--- config.mk ---
export PLATFORM = sky130hd
export DESIGN_NAME = gray_counter_flat
export DESIGN_NICKNAME = d
export VERILOG_FILES = /design/src/rtl/gray_counter_if.sv /design/src/rtl/gray_counter.sv /design/src/flat_wrapper.sv
export SDC_FILE = /design/constraint.sdc
export NUM_CORES = 1
export LEC_CHECK = 0
export ABC_AREA = 0
export CAP_MARGIN = 10
export CORE_ASPECT_RATIO = 1.75
export CORE_MARGIN = 5
export CORE_UTILIZATION = 24
export CTS_CLUSTER_DIAMETER = 150
export DETAILED_ROUTE_END_ITERATION = 7
export SLEW_MARGIN = 15
export SYNTH_ARGS = -nofsm -noshare
export SYNTH_HDL_FRONTEND = slang
export SYNTH_SLANG_ARGS = --single-unit
--- constraint.sdc ---
create_clock -name clk -period 3.6 [get_ports clk]
set_input_delay 0.72 -clock clk [delete_from_list [all_inputs] [get_ports clk]]
set_output_delay 0.72 -clock clk [all_outputs]
set_load 0.02 [all_outputs]
--- src/rtl/gray_counter_if.sv ---
// Control and status bundle for gray_counter: the step/load controls and the
// binary, Gray and flag outputs of the counter.
interface gray_counter_if #(
  parameter int WIDTH = 4
);
  // Handshake: no backpressure. The counter samples en/up/load/load_bin on every
  // rising edge. load beats en. en=1 requests exactly one step that cycle.
  logic             en;
  logic             up;
  logic             load;
  logic [WIDTH-1:0] load_bin;
  logic [WIDTH-1:0] bin;
  logic [WIDTH-1:0] g;
  logic             tc;
  logic             wrap;
  logic             step_err;

  modport master (
    output en, up, load, load_bin,
    input  bin, g, tc, wrap, step_err
  );

  modport slave (
    input  en, up, load, load_bin,
    output bin, g, tc, wrap, step_err
  );
endinterface

--- src/rtl/gray_counter.sv ---
// Up/down binary counter with a registered Gray-code output derived from the
// next binary value, optional wrap or saturate, and a sticky one-bit-step monitor.
module gray_counter #(
  parameter int WIDTH = 4,
  parameter bit WRAP  = 1'b1
) (
  input  logic         clk,
  input  logic         rst_n,
  gray_counter_if.slave cnt
);
  localparam logic [WIDTH-1:0] ALL_ONES = '1;
  localparam logic [WIDTH-1:0] ONE      = WIDTH'(1);

  logic [WIDTH-1:0] bin_q;
  logic [WIDTH-1:0] g_q;
  logic [WIDTH-1:0] bin_nxt;
  logic [WIDTH-1:0] g_nxt;
  logic [WIDTH-1:0] g_diff;
  logic             wrap_q;
  logic             err_q;
  logic             wrap_nxt;
  logic             moved;
  logic             at_max;
  logic             at_min;
  logic             one_hot;

  assign at_max = (bin_q == ALL_ONES);
  assign at_min = (bin_q == '0);

  always_comb begin
    bin_nxt  = bin_q;
    wrap_nxt = 1'b0;
    moved    = 1'b0;
    if (cnt.load) begin
      bin_nxt = cnt.load_bin;
    end else if (cnt.en) begin
      if (cnt.up) begin
        if (!at_max) begin
          bin_nxt = bin_q + ONE;
          moved   = 1'b1;
        end else if (WRAP) begin
          bin_nxt  = '0;
          wrap_nxt = 1'b1;
          moved    = 1'b1;
        end
      end else begin
        if (!at_min) begin
          bin_nxt = bin_q - ONE;
          moved   = 1'b1;
        end else if (WRAP) begin
          bin_nxt  = ALL_ONES;
          wrap_nxt = 1'b1;
          moved    = 1'b1;
        end
      end
    end
  end

  // Gray is registered from the next binary value so it never glitches on decode.
  assign g_nxt   = bin_nxt ^ (bin_nxt >> 1);
  assign g_diff  = g_q ^ g_nxt;
  assign one_hot = (g_diff != '0) && ((g_diff & (g_diff - ONE)) == '0);

  always_ff @(posedge clk or negedge rst_n) begin
    if (!rst_n) begin
      bin_q  <= '0;
      g_q    <= '0;
      wrap_q <= 1'b0;
      err_q  <= 1'b0;
    end else begin
      bin_q  <= bin_nxt;
      g_q    <= g_nxt;
      wrap_q <= wrap_nxt;
      if (moved && !one_hot) begin
        err_q <= 1'b1;
      end
    end
  end

  assign cnt.bin      = bin_q;
  assign cnt.g        = g_q;
  assign cnt.wrap     = wrap_q;
  assign cnt.step_err = err_q;
  assign cnt.tc       = cnt.en & ~cnt.load &
                        ((cnt.up & at_max) | (~cnt.up & at_min));
endmodule

--- src/flat_wrapper.sv ---
// flat-port wrapper written by rule: the top's interface ports become plain ports
module gray_counter_flat 
#(
  parameter int WIDTH = 4,
  parameter bit WRAP  = 1'b1
)
  (clk, rst_n, cnt_en, cnt_up, cnt_load, cnt_load_bin, cnt_bin, cnt_g, cnt_tc, cnt_wrap, cnt_step_err);
  gray_counter_if #(.WIDTH(WIDTH)) cnt_i ();
  input  logic clk;
  input  logic rst_n;
  input wire logic [$bits(cnt_i.en)-1:0] cnt_en;
  input wire logic [$bits(cnt_i.up)-1:0] cnt_up;
  input wire logic [$bits(cnt_i.load)-1:0] cnt_load;
  input wire logic [$bits(cnt_i.load_bin)-1:0] cnt_load_bin;
  output wire logic [$bits(cnt_i.bin)-1:0] cnt_bin;
  output wire logic [$bits(cnt_i.g)-1:0] cnt_g;
  output wire logic [$bits(cnt_i.tc)-1:0] cnt_tc;
  output wire logic [$bits(cnt_i.wrap)-1:0] cnt_wrap;
  output wire logic [$bits(cnt_i.step_err)-1:0] cnt_step_err;
  assign cnt_i.en = cnt_en;
  assign cnt_i.up = cnt_up;
  assign cnt_i.load = cnt_load;
  assign cnt_i.load_bin = cnt_load_bin;
  assign cnt_bin = cnt_i.bin;
  assign cnt_g = cnt_i.g;
  assign cnt_tc = cnt_i.tc;
  assign cnt_wrap = cnt_i.wrap;
  assign cnt_step_err = cnt_i.step_err;
  gray_counter #(.WIDTH(WIDTH), .WRAP(WRAP)) u_core (.clk(clk), .rst_n(rst_n), .cnt(cnt_i));
endmodule
==> summary.md <==
| Metric | Value |
|---|---|
| Hpwl dp | `1.39 mm` |
| Leak Pwr | `0.000399 uW` |
| Non-filler instance count after layout | `136` |
| Status | `completed` |
| Yosys reg bits | `9` |
| Antenna diodes | `0` |
| Clock-pin slew on the worst setup and hold paths | `0.05 ns` |
| Final Setup Violations | `0` |
| CP Max Fanout | `6` |
| Hold-fix buffers, CTS | `0` |
| NetSw | `180 uW` |
| Placed instance count | `132` |
| Max Clock Freq | `323 MHz` |
| Post-synthesis cell count | `73` |
| Post-synth EDFFs | `0` |
| Die area | `0.00436 sq mm` |
| Register share of total power | `0.296` |
| Post-Route WL | `1.74 mm` |
| Final Hold Vio Count | `0` |
| Crit path capture type | `output port` |
| Post-synth top area share | `0.303` |
| Min Tclk post-route | `3.10 ns` |
| WL met2 | `930 um` |
| Worst Tran Pin Value | `0.448 ns` |
| Drt pass-1 iters | `4` |
| Avg Vias per Cell | `4.40` |
| Top layer in use | `met4` |
| Most frequent cells in the layout | `clkdlybuf4s50_1, dfrtp_1, a21oi_1` |
| Worst VDD drop | `0.000213 V` |
| Top_reg_cell synth | `dfrtp_1` |
| Hold WC Path Type | `register to register` |
| Crit path launch | `cnt_up` |
| GRT Overall Usage | `0.0886` |
| Largest net degree at the start of global routing | `13` |
| Max Cap Viol | `0` |
| Starting density of the core | `0.251` |
| Initial antenna violation count | `0` |
| Die width | `52.1 um` |
| Clock Sinks | `9` |
| Slew Viols, Final | `0` |
| Max_slew headroom | `0.700` |
| Share of total power in combinational logic | `0.459` |
| Drc violations | `0` |
| Synth Net Count | `84` |
| Vias in the first global route | `681` |
| Routed wire per std cell | `12.8 um` |
| WP data required | `2.88 ns` |
| H-tree depth | `1` |
| Setup_tns | `0 ns` |
| Clock power share | `0.245` |
| First-pass GRT wire length | `2.82 mm` |
| Hold slack | `0.462 ns` |
| Post_cts resized | `0` |
| Via count | `599` |
| GPL Wtd Cong | `0.732` |
| Internal Dissipation | `299 uW` |
| Commonest non-fill, non-tap cell in the layout | `clkdlybuf4s50_1` |
| Post-CTS setup buffers | `0` |
| Async SR Flop Fraction | `1.00` |
| Area contributors post-synth | `dfrtp_1, xor2_1, mux2i_1, xor2_2, a21oi_1` |
| CTS max path bufs | `2` |
| R2r startpoint | `u_core.cnt.bin[0]$_DFF_PN0_` |
| Sequential area share after synthesis | `0.303` |
| Source of the worst hold timing path | `u_core.cnt.step_err$_DFFE_PN0P_` |
| DR WL met3 | `131 um` |
| Layout Nets | `106` |
| Startpoint types | `input port` |
| Core box area | `0.00296 sq mm` |
| Row Count | `26` |
| Area leader, netlist | `dfrtp_1` |
| Chip Height | `83.7 um` |
| Post-synthesis cell type count | `38` |
| Post-route clock period utilization | `0.861` |
| Synth Cell Area | `744 sq um` |
| Total gr overflow | `0` |
| Clock buffer count from CTS | `3` |
| RSZ-0062 raised after global routing | `no` |
| Num ports | `20` |
| Sw Ratio | `0.376` |
| Reg2reg setup slack | `1.22 ns` |
| Crit path DAT | `2.38 ns` |
| DRT antenna net count | `0` |
| YS warnings | `0` |
| Clock network latency to the later pin of the worst-skew pair | `0.24 ns` |
| PD cells | `475 mW/mm^2` |
| Number of fill cells | `302` |
| Util after Layout | `0.341` |
| CTS tree | `done` |
| Root buffer cell | `clkbuf_8` |
| Initial DRC count | `9` |
| Synth-to-Final Area Change | `35.6%` |
| Share of cells above drive strength 1 | `0.181` |
| Clk_skew | `0.00610 ns` |
| Critical path type | `input port to output port` |
| Post-Syn Area per Cell | `10.2 sq um` |
| Metal-1 WL | `618 um` |
| IO buf count | `19` |
==> final timing paths <==
path                       cells after the start                              end
min in group asynchronous                      1      u_core.cnt.bin[3]$_DFF_PN0_
min reg2reg                                    2  u_core.cnt.step_err$_DFFE_PN0P_
max in group asynchronous                      1        u_core.cnt.g[0]$_DFF_PN0_
max reg2reg                                    8  u_core.cnt.step_err$_DFFE_PN0P_
max                                            5                           cnt_tc
min                                            2  u_core.cnt.step_err$_DFFE_PN0P_
==> registers in the layout, indices dropped and copies added (netlist names) <==
register             count
u_core.cnt.bin           4
u_core.cnt.g             3
u_core.cnt.step_err      1
u_core.cnt.wrap          1
==> layout make-up <==
type | count | area [sq um] | share of cell area
multi-input cells | 55 | 464 | 0.460
flip-flops and latches | 9 | 225 | 0.223
repair buffers | 20 | 198 | 0.196
well taps | 42 | 52.6 | 0.0520
clock buffers | 4 | 45.0 | 0.0446
inverters | 6 | 25.0 | 0.0248
==> routing by layer <==
| layer | vias up | GRT usage |
|---|---|---|
| met1 | 278 | 0.0724 |
| met4 | 0 | 0.0740 |
| met3 | 5 | 0.0322 |
| li1 | 294 | - |
| met5 | - | 0 |
| met2 | 22 | 0.156 |
==> power groups by stage <==
stage,clock (uW),combinational (uW),sequential [uW]
final,118,220,142
after global routing,129,238,144
after CTS,122,224,142
after detailed placement,0,223,144
after global placement,0,220,143
after floorplan,0,139,156
==> cells in the mapped netlist (2+ instances only) <==
library cell	n
xor2_1	5
nand2_1	4
xor2_2	2
a21oi_1	6
ha_1	2
mux2i_1	4
nor3_1	2
buf_6	2
xnor2_1	3
nor2_1	4
inv_1	4
dfrtp_1	9
==> stage by stage <==
step           power (uW)  area [sq um]  setup slack, ns
2_1_floorplan         295           744             1.37
3_3_place_gp          363           965            0.525
3_5_place_dp          367           965            0.518
4_1_cts               488          1010            0.501
5_1_grt               511          1010            0.409
6_report              480          1010            0.500
==> cells by family (layout without fill, tap and decap cells) <==
group	count (synthesis)	after routing	synth area share
fa+ha+maj	2	2	0.0336
xor+xnor	10	10	0.138
flops	9	9	0.303
simple gates	20	20	0.163
buf+inv	9	30	0.0739
compound gates	19	19	0.235
mux	4	4	0.0538
==> critical path: stages <==
cell	delay, ns
clkdlybuf4s50_1	0.53
nor3b_2	0.26
nand2_1	0.10
a21oi_1	0.15
clkdlybuf4s50_1	0.62
Note: power is estimated with default switching activity, not from simulation.
